==> config.mk <==
export PLATFORM = sky130hd
export DESIGN_NAME = vector_op_engine
export DESIGN_NICKNAME = d
export VERILOG_FILES = /design/src/rtl/vector_op_engine.sv
export SDC_FILE = /design/constraint.sdc
export NUM_CORES = 2
export LEC_CHECK = 0
export CAP_MARGIN = 20
export CORE_ASPECT_RATIO = 0.6
export CORE_MARGIN = 2
export CORE_UTILIZATION = 40
export DETAILED_ROUTE_END_ITERATION = 7
export PLACE_DENSITY = 0.63
export SYNTH_ARGS = -nofsm -noshare
export SYNTH_HDL_FRONTEND = slang
export SYNTH_SLANG_ARGS = --single-unit
==> constraint.sdc <==
create_clock -name clock -period 6.5 [get_ports clock]
set_clock_uncertainty 0.1 [all_clocks]
set_input_delay 1.3 -clock clock [delete_from_list [all_inputs] [get_ports clock]]
set_output_delay 1.3 -clock clock [all_outputs]
set_load 0.005 [all_outputs]
==> src/rtl/vector_op_engine.sv <==
// vector_op_engine: streams n elements of a and b over one AVMM master, writes op(a,b) to c or reduces a+b.
module vector_op_engine #(
  parameter int DATA_W = 64,
  parameter int ADDR_W = 64,
  parameter int CNT_W  = 32
) (
  input  logic                clock,
  input  logic                reset,
  input  logic                start,
  output logic                busy,
  output logic                done,
  input  logic                stall,
  input  logic [1:0]          op,
  input  logic [ADDR_W-1:0]   a,
  input  logic [ADDR_W-1:0]   b,
  input  logic [ADDR_W-1:0]   c,
  input  logic [CNT_W-1:0]    n,
  output logic [DATA_W-1:0]   result,
  output logic                sat_flag,
  output logic [ADDR_W-1:0]   avmm_0_rw_address,
  output logic [DATA_W/8-1:0] avmm_0_rw_byteenable,
  output logic                avmm_0_rw_read,
  output logic                avmm_0_rw_write,
  output logic [DATA_W-1:0]   avmm_0_rw_writedata,
  input  logic [DATA_W-1:0]   avmm_0_rw_readdata,
  input  logic                avmm_0_rw_waitrequest,
  input  logic                avmm_0_rw_readdatavalid
);
  typedef enum logic [2:0] {IDLE, RD_A, WT_A, RD_B, WT_B, WR_C, FIN} state_e;
  state_e state_q, state_d;
  logic [ADDR_W-1:0] a_base_q, a_base_d, b_base_q, b_base_d, c_base_q, c_base_d, off;
  logic [CNT_W-1:0]  n_q, n_d, i_q, i_d;
  logic [1:0]        op_q, op_d;
  logic [DATA_W-1:0] a_q, a_d, acc_q, acc_d, wd_q, wd_d, sum, diff, sat_v;
  logic              sat_q, sat_d, wr_ok, rdv, last, ovf, a_take, b_take, reduce;
  state_e            after_b, after_el;
  always_ff @(posedge clock) begin
    if (reset) begin
      state_q  <= IDLE;
      a_base_q <= '0;
      b_base_q <= '0;
      c_base_q <= '0;
      n_q      <= '0;
      i_q      <= '0;
      op_q     <= '0;
      a_q      <= '0;
      acc_q    <= '0;
      wd_q     <= '0;
      sat_q    <= 1'b0;
    end else begin
      state_q  <= state_d;
      a_base_q <= a_base_d;
      b_base_q <= b_base_d;
      c_base_q <= c_base_d;
      n_q      <= n_d;
      i_q      <= i_d;
      op_q     <= op_d;
      a_q      <= a_d;
      acc_q    <= acc_d;
      wd_q     <= wd_d;
      sat_q    <= sat_d;
    end
  end
  // Read data landing on the accepting edge is taken directly, skipping the WT state.
  always_comb begin
    wr_ok    = !avmm_0_rw_waitrequest;
    rdv      = avmm_0_rw_readdatavalid;
    reduce   = op_q == 2'b11;
    last     = i_q == n_q - CNT_W'(1);
    a_take   = (state_q == RD_A && wr_ok && rdv) || (state_q == WT_A && rdv);
    b_take   = (state_q == RD_B && wr_ok && rdv) || (state_q == WT_B && rdv);
    sum      = a_q + avmm_0_rw_readdata;
    diff     = a_q - avmm_0_rw_readdata;
    ovf      = a_q[DATA_W-1] == avmm_0_rw_readdata[DATA_W-1] && sum[DATA_W-1] != a_q[DATA_W-1];
    sat_v    = !ovf ? sum : a_q[DATA_W-1] ? {1'b1, {(DATA_W-1){1'b0}}} : {1'b0, {(DATA_W-1){1'b1}}};
    after_el = last ? FIN : RD_A;
    after_b  = reduce ? after_el : WR_C;
    state_d  = state_q;
    case (state_q)
      IDLE:    state_d = start ? (n == '0 ? FIN : RD_A) : IDLE;
      RD_A:    state_d = wr_ok ? (rdv ? RD_B : WT_A) : RD_A;
      WT_A:    state_d = rdv ? RD_B : WT_A;
      RD_B:    state_d = wr_ok ? (rdv ? after_b : WT_B) : RD_B;
      WT_B:    state_d = rdv ? after_b : WT_B;
      WR_C:    state_d = wr_ok ? after_el : WR_C;
      FIN:     state_d = stall ? FIN : IDLE;
      default: state_d = IDLE;
    endcase
    a_base_d = a_base_q;
    b_base_d = b_base_q;
    c_base_d = c_base_q;
    n_d      = n_q;
    op_d     = op_q;
    i_d      = i_q;
    acc_d    = acc_q;
    sat_d    = sat_q;
    a_d      = a_take ? avmm_0_rw_readdata : a_q;
    wd_d     = b_take && !reduce ? (op_q == 2'b00 ? sum : op_q == 2'b01 ? diff : sat_v) : wd_q;
    if (b_take && reduce) acc_d = acc_q + sum;
    if (b_take && op_q == 2'b10 && ovf) sat_d = 1'b1;
    if (((b_take && reduce) || (state_q == WR_C && wr_ok)) && !last) i_d = i_q + CNT_W'(1);
    if (state_q == IDLE && start) begin
      a_base_d = a;
      b_base_d = b;
      c_base_d = c;
      n_d      = n;
      op_d     = op;
      i_d      = '0;
      acc_d    = '0;
      sat_d    = 1'b0;
    end
  end
  always_comb begin
    off                  = ADDR_W'(i_q) * ADDR_W'(DATA_W / 8);
    busy                 = state_q != IDLE;
    done                 = state_q == FIN;
    avmm_0_rw_read       = state_q == RD_A || state_q == RD_B;
    avmm_0_rw_write      = state_q == WR_C;
    avmm_0_rw_address    = state_q == RD_A ? a_base_q + off :
                           state_q == RD_B ? b_base_q + off :
                           state_q == WR_C ? c_base_q + off : '0;
    avmm_0_rw_byteenable = avmm_0_rw_read || avmm_0_rw_write ? '1 : '0;
    avmm_0_rw_writedata  = wd_q;
    result               = acc_q;
    sat_flag             = sat_q;
  end
endmodule
==> run_results.csv <==
group,metric,value,unit
final_layout,final_common_cell,"nand2_1",
floorplanning,dieArea,0.0946,sq mm
synth,synthesis.area,0.0368,sq mm
clock_tree,root_buffer,"clkbuf_16",
worst_setup_path,crit_fanout,9,
clock_tree,clock-sinks,454,
synth,synth.top_cell.area_share,24.7,%
sta,fmax,0.155,GHz
route,wl,168,mm
final_layout,drive_gt1_share,14.9,%
place,dp_cells,7245,
final_layout,nets,6688,
final_layout,syn_to_final_growth,35.2,%
sta,tns,0,ns
synth,synth_ff_type,"dfxtp_1",
synth,syn_area_per_cell,7.12,sq um
floorplanning,start_util,40.2,%
clock_tree,cts_made_buffers,49,
clock_tree,clk_pin_slew,0.06,ns
global_routing,gr-total-overflow,0,
clock_tree,clockBufferDepth,3,
synth,synth_area_leaders,"dfxtp_1, ha_1, a21oi_1",
place,dpl.hpwl,133,mm
route,drt_iter0_markers,4392,
global_routing,grt_use_total,33.8,%
place,post-place-ws,-1.11,ns
route,drtPass1Iterations,5,
final_layout,fin_util,54.4,%
synth,ys_warn_count,0,
route,wire_per_inst,22.8,um
final_layout,stdcell_area,0.0498,sq mm
clock_tree,clk_latency,0.65,ns
synth,ys_types,91,
floorplanning,core,0.0916,sq mm
synth,synth-seq-cells,454,
final_layout,finalNonFillerCells,7363,
flow_run,cap_violations,0,
floorplanning,die_width,396,um
synth,synth-seq-area-share,24.7,%
final_layout,mostFrequentLayoutCells,"nand2_1, a21oi_1, buf_4",
floorplanning,rows,86,
power,vdd_drop_max,0.236,mV
power,power.total,8.89,mW
synth,syn-instance-count,5171,
worst_setup_path,cp-start-kind,"register",
power,p_per_area,179,mW/mm^2
floorplanning,ios,501,
synth,synth_area_leader_cell,"dfxtp_1",
synth,ys_async_sr_fraction,0,%
synth,synth-edff-count,0,
status,status,"completed",
clock_tree,htree_num_levels,2,
place,placed_area,0.0472,sq mm
route,via_per_inst,5.76,
global_routing,grt_pass1_vias,38639,
global_routing,grt_start_max_net_pins,92,
worst_setup_path,crit_type,"register to output port",
route,vias,42392,
worst_setup_path,worstSetupEndpointType,"output port",
sta,period_minus_slack,6.45,ns
power,p_leak,20.9,nW
sta,setup_viol,0,
synth,syn-num-nets,5769,
sta,fin_crit_sh,99.3,%
sta,slew_violations,0,
sta,setup_slack,0.0467,ns
floorplanning,die_height,239,um
sta,worst_pin_slew,0.987,ns
sta,rsz0062_at_grt,"true",
clock_tree,cts_tree,"built",
worst_setup_path,worstPathArrival,5.05,ns
route,final_antenna_net_count,0,
sta,hold_viol_final,0,
place,numPortBuffers,500,
sta,whs,0.357,ns
route,drc,0,
global_routing,grt_pass1_wl,246,mm
sta,relSlewSlack,34.2,%
hold_path,hold_class,"register to register",
place,gp_congestion,1.02,
global_routing,antenna_found_initial,9,
worst_setup_path,crit_required,5.10,ns
-- cells in the mapped netlist (all sizes together) (23+ instances only) --
cell    number
nand2      920
a21o       126
nor3       114
nand4       69
dfxtp      454
inv        188
o211ai      33
clkbuf     259
and2        36
o221ai      25
o21bai      68
a31oi       47
a211oi      45
nor4        67
ha         296
nand3       92
nor2b       41
or3         36
nand2b      42
a221oi      32
nor2       384
a21oi      736
o31ai       34
and3        49
a22oi       23
buf         33
o21a        43
xor2       123
xnor2      252
o21ai      235
-- repair_timing --
action / 4_1_cts / 5_1_grt
endpoints found under the hold margin: 0 / 0
buffers inserted: 9 / 15
pin swaps: 11 / 48
hold buffers: 0 / 0
cloned: 0 / 1
endpoints found under the setup margin: 40 / 55
gates resized for setup: 50 / 125
-- power by group --
group	internal [mW]	switching [mW]	leakage, nW
Sequential	2.93	0.149	3.70
Combinational	1.18	1.57	16.4
Clock	1.71	1.36	0.825
-- final cells by class --
cell class                 count  area, sq um
clock inverter                21          280
inverter                     196          736
clock buffer                  67         1420
antenna                        4         10.0
fill                        9004        41800
timing repair buffer        1160        10100
tap                         1232         1540
multi-input combinational   4229        26600
sequential                   454         9100
-- logic make-up (layout without fill, tap and decap cells) --
group / after synthesis / after routing / share of synthesized area, %
buffers and inverters: 488 / 1444 / 5.13
XOR/XNOR: 375 / 375 / 8.92
flip-flops: 454 / 454 / 24.7
AND/OR/NAND/NOR: 1933 / 1933 / 23.8
other: 0 / 4 / 0
multiplexers: 10 / 10 / 0.275
AO/OA/AOI/OAI: 1609 / 1609 / 26.8
adder cells (fa/ha/maj): 302 / 302 / 10.4
-- state kept, by name (all words and copies together) (netlist names), 2 cells and up --
name and cells:
a_q 64, i_q 32, c_base_q 64, b_base_q 64, result 64, n_q 32
a_base_q 64, state_q 3, avmm_0_rw_writedata 64, op_q 2
-- worst max-delay path, cell delays in order (launching register included) --
cell and delay, ns:
dfxtp_1 0.59, ha_1 0.30, a21o_1 0.13, a21o_1 0.16
a21oi_1 0.07, a21bo_2 0.24, a21oi_1 0.08, buf_4 0.16
o31ai_2 0.40, o2bb2ai_2 0.32, o221ai_4 0.32, nor4b_1 0.42
xor2_1 0.27, a22oi_1 0.12, o21ai_0 0.17, clkdlybuf4s50_1 0.64
-- routing by layer --
metal	vias up	GRT usage [%]	routed length (um)
met5	-	0	45
met4	6	7.10	3670
met3	187	9.32	17700
met2	1798	45.4	64100
met1	20218	52.1	82200
li1	20183	-	-
-- final timing paths --
path / from / end / slack [ns] / cells past startpoint
min: b_base_q[2]$_SDFFE_PP0P_ / b_base_q[2]$_SDFFE_PP0P_ / 0.36 / 2
min reg2reg: b_base_q[2]$_SDFFE_PP0P_ / b_base_q[2]$_SDFFE_PP0P_ / 0.36 / 2
max reg2reg: a_q[0]$_SDFFE_PP0P_ / result[63]$_SDFFE_PP0P_ / 0.59 / 24
max: i_q[5]$_SDFFE_PP0P_ / avmm_0_rw_address[50] / 0.05 / 15
No activity file was read; power rests on OpenSTA's default activity.
